`config.mk`:
```
export PLATFORM = sky130hd
export DESIGN_NAME = firebird7_in_gate2_sol_monitor_flat
export DESIGN_NICKNAME = d
export VERILOG_FILES = /design/src/rtl/firebird7_in_gate2_sol_pkg.sv /design/src/rtl/firebird7_in_gate2_sol_monitor_if.sv /design/src/rtl/firebird7_in_gate2_sol_sync.sv /design/src/rtl/firebird7_in_gate2_sol_monitor.sv /design/src/flat_wrapper.sv
export SDC_FILE = /design/constraint.sdc
export NUM_CORES = 1
export LEC_CHECK = 0
export ABC_AREA = 1
export CAP_MARGIN = 20
export CORE_MARGIN = 2
export CORE_UTILIZATION = 51
export CTS_CLUSTER_DIAMETER = 50
export DETAILED_ROUTE_END_ITERATION = 10
export PLACE_DENSITY = 0.84
export SLEW_MARGIN = 20
export SYNTH_ARGS = -nofsm -noshare
export SYNTH_HDL_FRONTEND = slang
export SYNTH_SLANG_ARGS = --single-unit
```
`constraint.sdc`:
```
create_clock -name ijtag_tck -period 2.2 [get_ports ijtag_tck]
set_input_delay 0.44 -clock ijtag_tck [delete_from_list [all_inputs] [get_ports ijtag_tck]]
set_output_delay 0.44 -clock ijtag_tck [all_outputs]
set_load 0.005 [all_outputs]
```
`src/rtl/firebird7_in_gate2_sol_pkg.sv`:
```
// Shared types and defaults for the sign-of-life monitor slice.
package firebird7_in_gate2_sol_pkg;

  localparam int DEFAULT_CNT_W       = 15;
  localparam int DEFAULT_SYNC_STAGES = 2;

  typedef enum logic [1:0] {
    IDLE = 2'd0,
    ARM  = 2'd1,
    RUN  = 2'd2,
    SAT  = 2'd3
  } sol_state_e;

endpackage

```
`src/rtl/firebird7_in_gate2_sol_monitor_if.sv`:
```
// Control/status bundle between the sol monitor and its driver (the sol status TDR side).
// Level semantics, no handshake: sol_en/sol_rise_only are sampled every cycle, sol_clr acts
// in any cycle it is high, and all status signals (including the debug state) are flop outputs.
interface firebird7_in_gate2_sol_monitor_if
  import firebird7_in_gate2_sol_pkg::*;
#(
  parameter int CNT_W = DEFAULT_CNT_W
) ();

  logic             sol_in;
  logic             sol_en;
  logic             sol_clr;
  logic             sol_rise_only;
  logic             sol_out;
  logic [0:0]       sol_tog_status;
  logic [CNT_W-1:0] sol_cnt_status;
  sol_state_e       state;

  modport master (
    output sol_in, sol_en, sol_clr, sol_rise_only,
    input  sol_out, sol_tog_status, sol_cnt_status, state
  );

  modport slave (
    input  sol_in, sol_en, sol_clr, sol_rise_only,
    output sol_out, sol_tog_status, sol_cnt_status, state
  );

endinterface

```
`src/rtl/firebird7_in_gate2_sol_sync.sv`:
```
// Reset-to-0 multi-flop synchronizer; q is the last stage.
module firebird7_in_gate2_sol_sync #(
  parameter int STAGES = 2
) (
  input  logic clk,
  input  logic rst_n,
  input  logic d,
  output logic q
);

  logic [STAGES-1:0] sr;

  always_ff @(posedge clk or negedge rst_n) begin
    if (!rst_n) begin
      sr <= '0;
    end else begin
      sr <= {sr[STAGES-2:0], d};
    end
  end

  assign q = sr[STAGES-1];

endmodule

```
`src/rtl/firebird7_in_gate2_sol_monitor.sv`:
```
// Sign-of-life monitor: synchronizes sol_in, detects edges and keeps a sticky toggle flag
// plus a saturating edge count, gated by a small IDLE/ARM/RUN/SAT state machine.
module firebird7_in_gate2_sol_monitor
  import firebird7_in_gate2_sol_pkg::*;
#(
  parameter int CNT_W       = DEFAULT_CNT_W,
  parameter int SYNC_STAGES = DEFAULT_SYNC_STAGES
) (
  input  logic                             ijtag_tck,
  input  logic                             ijtag_reset,
  firebird7_in_gate2_sol_monitor_if.slave  sol
);

  // A synchronizer shallower than two flops is never meaningful, so clamp it.
  localparam int STAGES = (SYNC_STAGES < 2) ? 2 : SYNC_STAGES;

  localparam logic [CNT_W-1:0] CNT_MAX     = '1;
  localparam logic [CNT_W-1:0] CNT_PRE_MAX = {{(CNT_W-1){1'b1}}, 1'b0};

  logic             sync_q;
  logic             prev_q;
  logic             rise_only_q;
  logic             edge_det;
  logic             tog_q;
  logic [CNT_W-1:0] cnt_q;
  sol_state_e       state_q;

  firebird7_in_gate2_sol_sync #(
    .STAGES (STAGES)
  ) u_sync (
    .clk   (ijtag_tck),
    .rst_n (ijtag_reset),
    .d     (sol.sol_in),
    .q     (sync_q)
  );

  // Mode is registered so a change of sol_rise_only cannot itself create an edge mid-cycle.
  always_ff @(posedge ijtag_tck or negedge ijtag_reset) begin
    if (!ijtag_reset) begin
      prev_q      <= 1'b0;
      rise_only_q <= 1'b0;
    end else begin
      prev_q      <= sync_q;
      rise_only_q <= sol.sol_rise_only;
    end
  end

  assign edge_det = rise_only_q ? (sync_q & ~prev_q) : (sync_q ^ prev_q);

  always_ff @(posedge ijtag_tck or negedge ijtag_reset) begin
    if (!ijtag_reset) begin
      state_q <= IDLE;
      cnt_q   <= '0;
      tog_q   <= 1'b0;
    end else if (sol.sol_clr) begin
      cnt_q   <= '0;
      tog_q   <= 1'b0;
      state_q <= sol.sol_en ? ARM : IDLE;
    end else begin
      case (state_q)
        IDLE: begin
          if (sol.sol_en) state_q <= ARM;
        end
        ARM: begin
          state_q <= sol.sol_en ? RUN : IDLE;
        end
        RUN: begin
          if (!sol.sol_en) begin
            state_q <= IDLE;
          end else if (edge_det) begin
            tog_q <= 1'b1;
            // Re-entering RUN with a full count goes straight back to SAT instead of wrapping.
            if (cnt_q == CNT_MAX) begin
              state_q <= SAT;
            end else begin
              cnt_q <= cnt_q + 1'b1;
              if (cnt_q == CNT_PRE_MAX) state_q <= SAT;
            end
          end
        end
        SAT: begin
          if (!sol.sol_en) state_q <= IDLE;
        end
        default: state_q <= IDLE;
      endcase
    end
  end

  assign sol.sol_out        = sync_q;
  assign sol.sol_tog_status = tog_q;
  assign sol.sol_cnt_status = cnt_q;
  assign sol.state          = state_q;

endmodule

```
`src/flat_wrapper.sv`:
```
// flat-port wrapper written by rule: the top's interface ports become plain ports
module firebird7_in_gate2_sol_monitor_flat import firebird7_in_gate2_sol_pkg::*;
#(
  parameter int CNT_W       = DEFAULT_CNT_W,
  parameter int SYNC_STAGES = DEFAULT_SYNC_STAGES
)
  (ijtag_tck, ijtag_reset, sol_sol_in, sol_sol_en, sol_sol_clr, sol_sol_rise_only, sol_sol_out, sol_sol_tog_status, sol_sol_cnt_status, sol_state);
  firebird7_in_gate2_sol_monitor_if #(.CNT_W(CNT_W)) sol_i ();
  input  logic ijtag_tck;
  input  logic ijtag_reset;
  input wire logic [$bits(sol_i.sol_in)-1:0] sol_sol_in;
  input wire logic [$bits(sol_i.sol_en)-1:0] sol_sol_en;
  input wire logic [$bits(sol_i.sol_clr)-1:0] sol_sol_clr;
  input wire logic [$bits(sol_i.sol_rise_only)-1:0] sol_sol_rise_only;
  output wire logic [$bits(sol_i.sol_out)-1:0] sol_sol_out;
  output wire logic [$bits(sol_i.sol_tog_status)-1:0] sol_sol_tog_status;
  output wire logic [$bits(sol_i.sol_cnt_status)-1:0] sol_sol_cnt_status;
  output wire logic [$bits(sol_i.state)-1:0] sol_state;
  assign sol_i.sol_in = sol_sol_in;
  assign sol_i.sol_en = sol_sol_en;
  assign sol_i.sol_clr = sol_sol_clr;
  assign sol_i.sol_rise_only = sol_sol_rise_only;
  assign sol_sol_out = sol_i.sol_out;
  assign sol_sol_tog_status = sol_i.sol_tog_status;
  assign sol_sol_cnt_status = sol_i.sol_cnt_status;
  assign sol_state = sol_i.state;
  firebird7_in_gate2_sol_monitor #(.CNT_W(CNT_W), .SYNC_STAGES(SYNC_STAGES)) u_core (.ijtag_tck(ijtag_tck), .ijtag_reset(ijtag_reset), .sol(sol_i));
endmodule
```
* After elaboration in Yosys (flattened, before gate mapping)
Cells that the tools add are included.
** Storage, ports and cells
- Output and inout bits :: 19
- Input bits :: 6
- Bits in registers :: 22
- Logic and storage cells :: 47
** Operators by class
- Equal/unequal tests :: 10
- Add/sub/neg operators :: 1
- Reduce and logical (&&, ||, !) cells :: 7
- Bitwise logic cells :: 3
- Multiplexer cells :: 20
** Operators by type and width (count)
- $mux W15 :: 5
- $eq A15 B15 Y1 const B :: 2
- $mux W2 :: 8
- $add A15 B1 Y15 const B :: 1
- $pmux W2 S4 :: 1
- $reduce_and A4 Y1 :: 2
- $mux W1 :: 6
- $ne A3 B3 Y1 const B :: 2
- $reduce_bool A2 Y1 :: 3
- $ne A5 B3 Y1 const B :: 1
- $eq A2 B2 Y1 const B :: 2
- $ne A4 B3 Y1 const B :: 1
- $reduce_and A3 Y1 :: 1
- $eq A2 B1 Y1 const B :: 1
- $logic_not A2 Y1 :: 1
- $ne A2 B2 Y1 const B :: 1
- $and A1 B1 Y1 :: 1
- $not A1 Y1 :: 1
- $xor A1 B1 Y1 :: 1

* Logic depth before layout (Yosys ltp)
- Depth after elaboration :: 7
- Depth in mapped cells :: 10
- Gate-level depth less buffers :: 10

* By module
From an unflattened synthesis, not the netlist that was laid out.
** Unflattened totals
- Cell total of the unflattened synthesis :: 185
- Area, all modules :: 1330.0 um^2
** Modules (own cells, without submodules)
- firebird7_in_gate2_sol_monitor :: sequential area each 500.5 um^2, instances 1, area an instance 1280.0 um^2, cells an instance 183
- firebird7_in_gate2_sol_sync :: sequential area each 50.0 um^2, instances 1, area an instance 50.0 um^2, cells an instance 2

* Least setup slack after synthesis
Ideal clock, no wire load.
- Path kind :: register -> register
- Start :: register u_core.u_sync.sr[1]
- End :: register u_core.cnt_q[0], in the netlist u_core.sol.sol_cnt_status[0]
- Setup time :: 0.124 ns
- Buffers on the path :: 1
- Setup slack :: 0.553 ns
- Arrival time :: 1.523 ns
- Data required time :: 2.076 ns
- Cell stages (with the launch flop) :: 10
- Clock period less this slack :: 1.647 ns
- Cells stage by stage :: dfrtp_1 > ha_1 > or2_2 > nand3_1 > nand2_1 > inv_1 > nand2_4 > buf_6 > nand2_1 > o21ai_2
** Between the ends
- Word-level cells in the longest chain between the ends :: 4
- Elaborated cells between the ends (all ways) :: 5
- Classes of those cells :: 1 x mux; 2 x bitwise; 2 x reduce/logical
** Ends and longest elaborated chain
- start: declaration :: RTL line firebird7_in_gate2_sol_sync.sv:11 : logic [STAGES-1:0] sr;
- start signal: assignment :: RTL line firebird7_in_gate2_sol_sync.sv:17 : sr <= {sr[STAGES-2:0], d};
- $xor A1 B1 Y1 or $and A1 B1 Y1 (tied branches) :: RTL line firebird7_in_gate2_sol_monitor.sv:48 : assign edge_det = rise_only_q ? (sync_q & ~prev_q) : (sync_q ^ prev_q);
- $mux W1 (*) :: RTL line firebird7_in_gate2_sol_monitor.sv:48
- $reduce_bool A2 Y1 (no line) (*)
- $reduce_and A4 Y1 (no line) (*)
- end signal: assignment :: RTL line firebird7_in_gate2_sol_monitor.sv:76 : cnt_q <= cnt_q + 1'b1;
- end: declaration :: RTL line firebird7_in_gate2_sol_monitor.sv:25 : logic [CNT_W-1:0] cnt_q;
Every way passes the cells marked *; elsewhere a longest branch is shown, timed or not.
A chain may end at the register's enable or synchronous reset.

* Worst setup path after layout
- Start :: register u_core.cnt_q[0], in the netlist u_core.sol.sol_cnt_status[0]
- End :: register u_core.cnt_q[3], in the netlist u_core.sol.sol_cnt_status[3]
** Between the ends
- Word-level cells in the longest chain between the ends :: 6
- Elaborated cells between the ends (all ways) :: 9
- Classes of those cells :: 1 x add/sub; 2 x eq/ne; 5 x mux; 1 x reduce/logical
** Ends and longest elaborated chain
- $add A15 B1 Y15 :: RTL line firebird7_in_gate2_sol_monitor.sv:76
- $mux W15 :: RTL line firebird7_in_gate2_sol_monitor.sv:73 : if (cnt_q == CNT_MAX) begin
- $mux W15 :: RTL line firebird7_in_gate2_sol_monitor.sv:70 : end else if (edge_det) begin
- $mux W15 :: RTL line firebird7_in_gate2_sol_monitor.sv:68 : if (!sol.sol_en) begin
- $mux W15 :: RTL line firebird7_in_gate2_sol_monitor.sv:60 : case (state_q)
- $mux W15 :: RTL line firebird7_in_gate2_sol_monitor.sv:55 : end else if (sol.sol_clr) begin
Several ways; a longest one is shown, not always the timed one. The select of a mux whose other input is x is not followed.

==> flow_metrics.env <==
export IMPL_ant_nets=0
export IMPL_drt_iter0_drc=42
export IMPL_rows=18
export IMPL_antenna_found_initial=0
export IMPL_syn_inst=183
export IMPL_rsz0062_at_grt="no"
export IMPL_area_growth_pct=21.9
export IMPL_clock_fmax_ghz=0.501
export IMPL_rr_worst_depth=10
export IMPL_finalSetupTns_ns=0
export IMPL_endpoint_kind="register"
export IMPL_cts_sinks=22
export IMPL_dp_hpwl_mm=2.26
export IMPL_post_cts_resized=0
export IMPL_die_area_um2=3110
export IMPL_fill_cells=214
export IMPL_hold_path_class="reg2reg"
export IMPL_viasPerCell=5.21
export IMPL_wl_met2_mm=1.47
export IMPL_num_antenna_cells=0
export IMPL_worst_pin_slew_ns=0.290
export IMPL_leakage_nw=0.709
export IMPL_coreArea_um2=2500
export IMPL_cp_start_kind="register"
export IMPL_cts_htree_levels=1
export IMPL_maxSlewViolCount=0
export IMPL_gp_congestion=0.887
export IMPL_grt_max_degree=23
export IMPL_ff2ff_setup_slack_ns=0.20
export IMPL_drt_pass1_iterations=4
export IMPL_yosysTopAreaCell="dfrtp_1"
export IMPL_die_w_um=55.8
export IMPL_grt_usage_pct=20.4
export IMPL_routedWlPerCell_um=12.4
export IMPL_drive_gt1_share_pct=11.4
export IMPL_power_density_nw_per_um2=495
export IMPL_setup_viol=0
export IMPL_via_count=1250
export IMPL_chipHeight_um=55.8
export IMPL_fin_crit_ns=2.00
export IMPL_cts_root_buf="clkbuf_4"
export IMPL_final_util_pct=66.8
export IMPL_clock_latency_ns=0.31
export IMPL_wirelength_mm=2.97
export IMPL_post_cts_buffers=0
export IMPL_avgSynthCellArea_um2=7.48
export IMPL_io_buffer_count=24
export IMPL_top_layer="met4"
export IMPL_drv_cap=0
export IMPL_final_cells=240
export IMPL_fin_skew_ns=0.00112
export IMPL_synth_nets=192
export IMPL_worstHoldPathCells=0
export IMPL_tritoncts="built"
export IMPL_synth_cell_types=21
export IMPL_maxSlewHeadroom_pct=80.5
export IMPL_placed_cells=236
export IMPL_syn_area_um2=1370
export IMPL_run_status="complete, no violations"
export IMPL_start_util_pct=54.8
export IMPL_worst_hold_slack_ns=0.370
export IMPL_layout_commonest_cell="nand2_1"
export IMPL_critPathRequiredTime_ns=2.41
export IMPL_synth_top_cells_by_area="dfrtp_1, nand2_1, nor2_1, o21ai_2, nand3_1"
export IMPL_mostFrequentLayoutCells="nand2_1, nor2_1, clkdlybuf4s50_1"
export IMPL_io_pins=25
export IMPL_clkSlewWorstSetupHoldPaths_ns=0.12
export IMPL_vdd_drop_max_mv=0.466
export IMPL_r2r_start="u_core.sol.sol_cnt_status[0]"
export IMPL_hold_path_startpoint="u_core.u_sync.sr[0]"
export IMPL_wl_met3_um=125
export IMPL_wl_met1_mm=1.36
export IMPL_grt_pass1_wl_mm=5.09
export IMPL_cts_buffer_depth=2
export IMPL_rr_endpoint="u_core.sol.sol_cnt_status[3]"
export IMPL_power_uw=826
export IMPL_overflow=0
export IMPL_cts_made_buffers=3
export IMPL_first_global_vias=1136
export IMPL_finalHoldViolations=0
export IMPL_cp_max_fo=22
export IMPL_fin_nets=220
export IMPL_min_period_over_period_pct=90.8
export IMPL_synth_top_area_share_pct=40.2
export IMPL_postCtsHoldBufs=0
export IMPL_ys_ff_latch=22
export IMPL_worst_setup_path_type="reg2reg"
export IMPL_yosysSeqAreaShare_pct=40.2
export IMPL_worstPathArrival_ns=2.21
export IMPL_whs_endpoint="u_core.u_sync.sr[1]"
export IMPL_drc_errors=0
export IMPL_synth_warnings=0
## sequential cells by signal, indices dropped and copies added, names as in the netlist
register	count
u_core.sol.state	2
u_core.rise_only_q	1
u_core.u_sync.sr	2
u_core.sol.sol_tog_status	1
u_core.prev_q	1
u_core.sol.sol_cnt_status	15
## cells in the mapped netlist
cell type / n
nand2_1: 58
nor2_1: 28
dfrtp_1: 22
inv_1: 16
nand3_1: 13
o21ai_2: 8
nand4_1: 6
xor2_1: 5
o21ai_0: 4
o21bai_1: 4
ha_1: 3
nand2_2: 3
nor2_4: 3
buf_2: 2
or2_2: 2
a21oi_1: 1
buf_6: 1
buf_8: 1
nand2_4: 1
nor3_1: 1
xnor2_1: 1
## critical path, stage by stage (launching register included)
cell and delay (ns):
dfrtp_1 0.49, ha_1 0.29, inv_1 0.12, nor2_4 0.19, nand2_2 0.11, nor2_4 0.14, nand2_2 0.07, nand2_4 0.21
inv_1 0.14, nand2_1 0.09, nand2_1 0.05
## worst max path at each step
stage	start	to	slack [ns]
2_1_floorplan	u_core.u_sync.sr[1]	u_core.sol.sol_cnt_status[0]	0.55
3_3_place_gp	sol_sol_clr	u_core.sol.sol_cnt_status[8]	0.31
3_5_place_dp	u_core.sol.sol_cnt_status[0]	u_core.sol.sol_cnt_status[3]	0.24
4_1_cts	u_core.sol.sol_cnt_status[0]	u_core.sol.sol_cnt_status[7]	0.22
5_1_grt	u_core.sol.sol_cnt_status[0]	u_core.sol.sol_cnt_status[8]	0.01
6_report	u_core.sol.sol_cnt_status[0]	u_core.sol.sol_cnt_status[3]	0.20
## where the power goes
group / internal (mW) / switching, mW / total [mW]
clock: 0.101 / 0.125 / 0.226
sequential: 0.424 / 0.0256 / 0.450
combinational: 0.0707 / 0.0784 / 0.149
total: 0.596 / 0.229 / 0.826
## metrics by stage
stage                     area, µm²  setup WS, ns
after floorplan                1370         0.553
after global placement         1630         0.314
after detailed placement       1630         0.238
after CTS                      1670         0.220
after global routing           1670        0.0131
final                          1670         0.203
## routing by layer
metal	up-vias	track usage, %
li1	634	-
met1	577	27.6
met2	37	34.2
met3	2	3.26
met4	0	5.23
met5	-	0
## kinds of logic after synthesis
kind of cell,share of synthesized area (%)
and+or+nand+nor,37.0
AOI/OAI and AO/OA,9.14
DFF,40.2
buffers and inverters,7.04
xor gates and xnor gates,3.84
adders and majority gates,2.74
## area by class of cell
cell class                 count  area, µm²  share of cell area, %
timing repair buffer          27        263                   15.7
inverter                      16       60.1                   3.60
clock buffer                   4       36.3                   2.17
multi-input combinational    141        722                   43.3
sequential                    22        551                   33.0
tap                           30       37.5                   2.25
No activity file was read; power rests on OpenSTA's default activity.
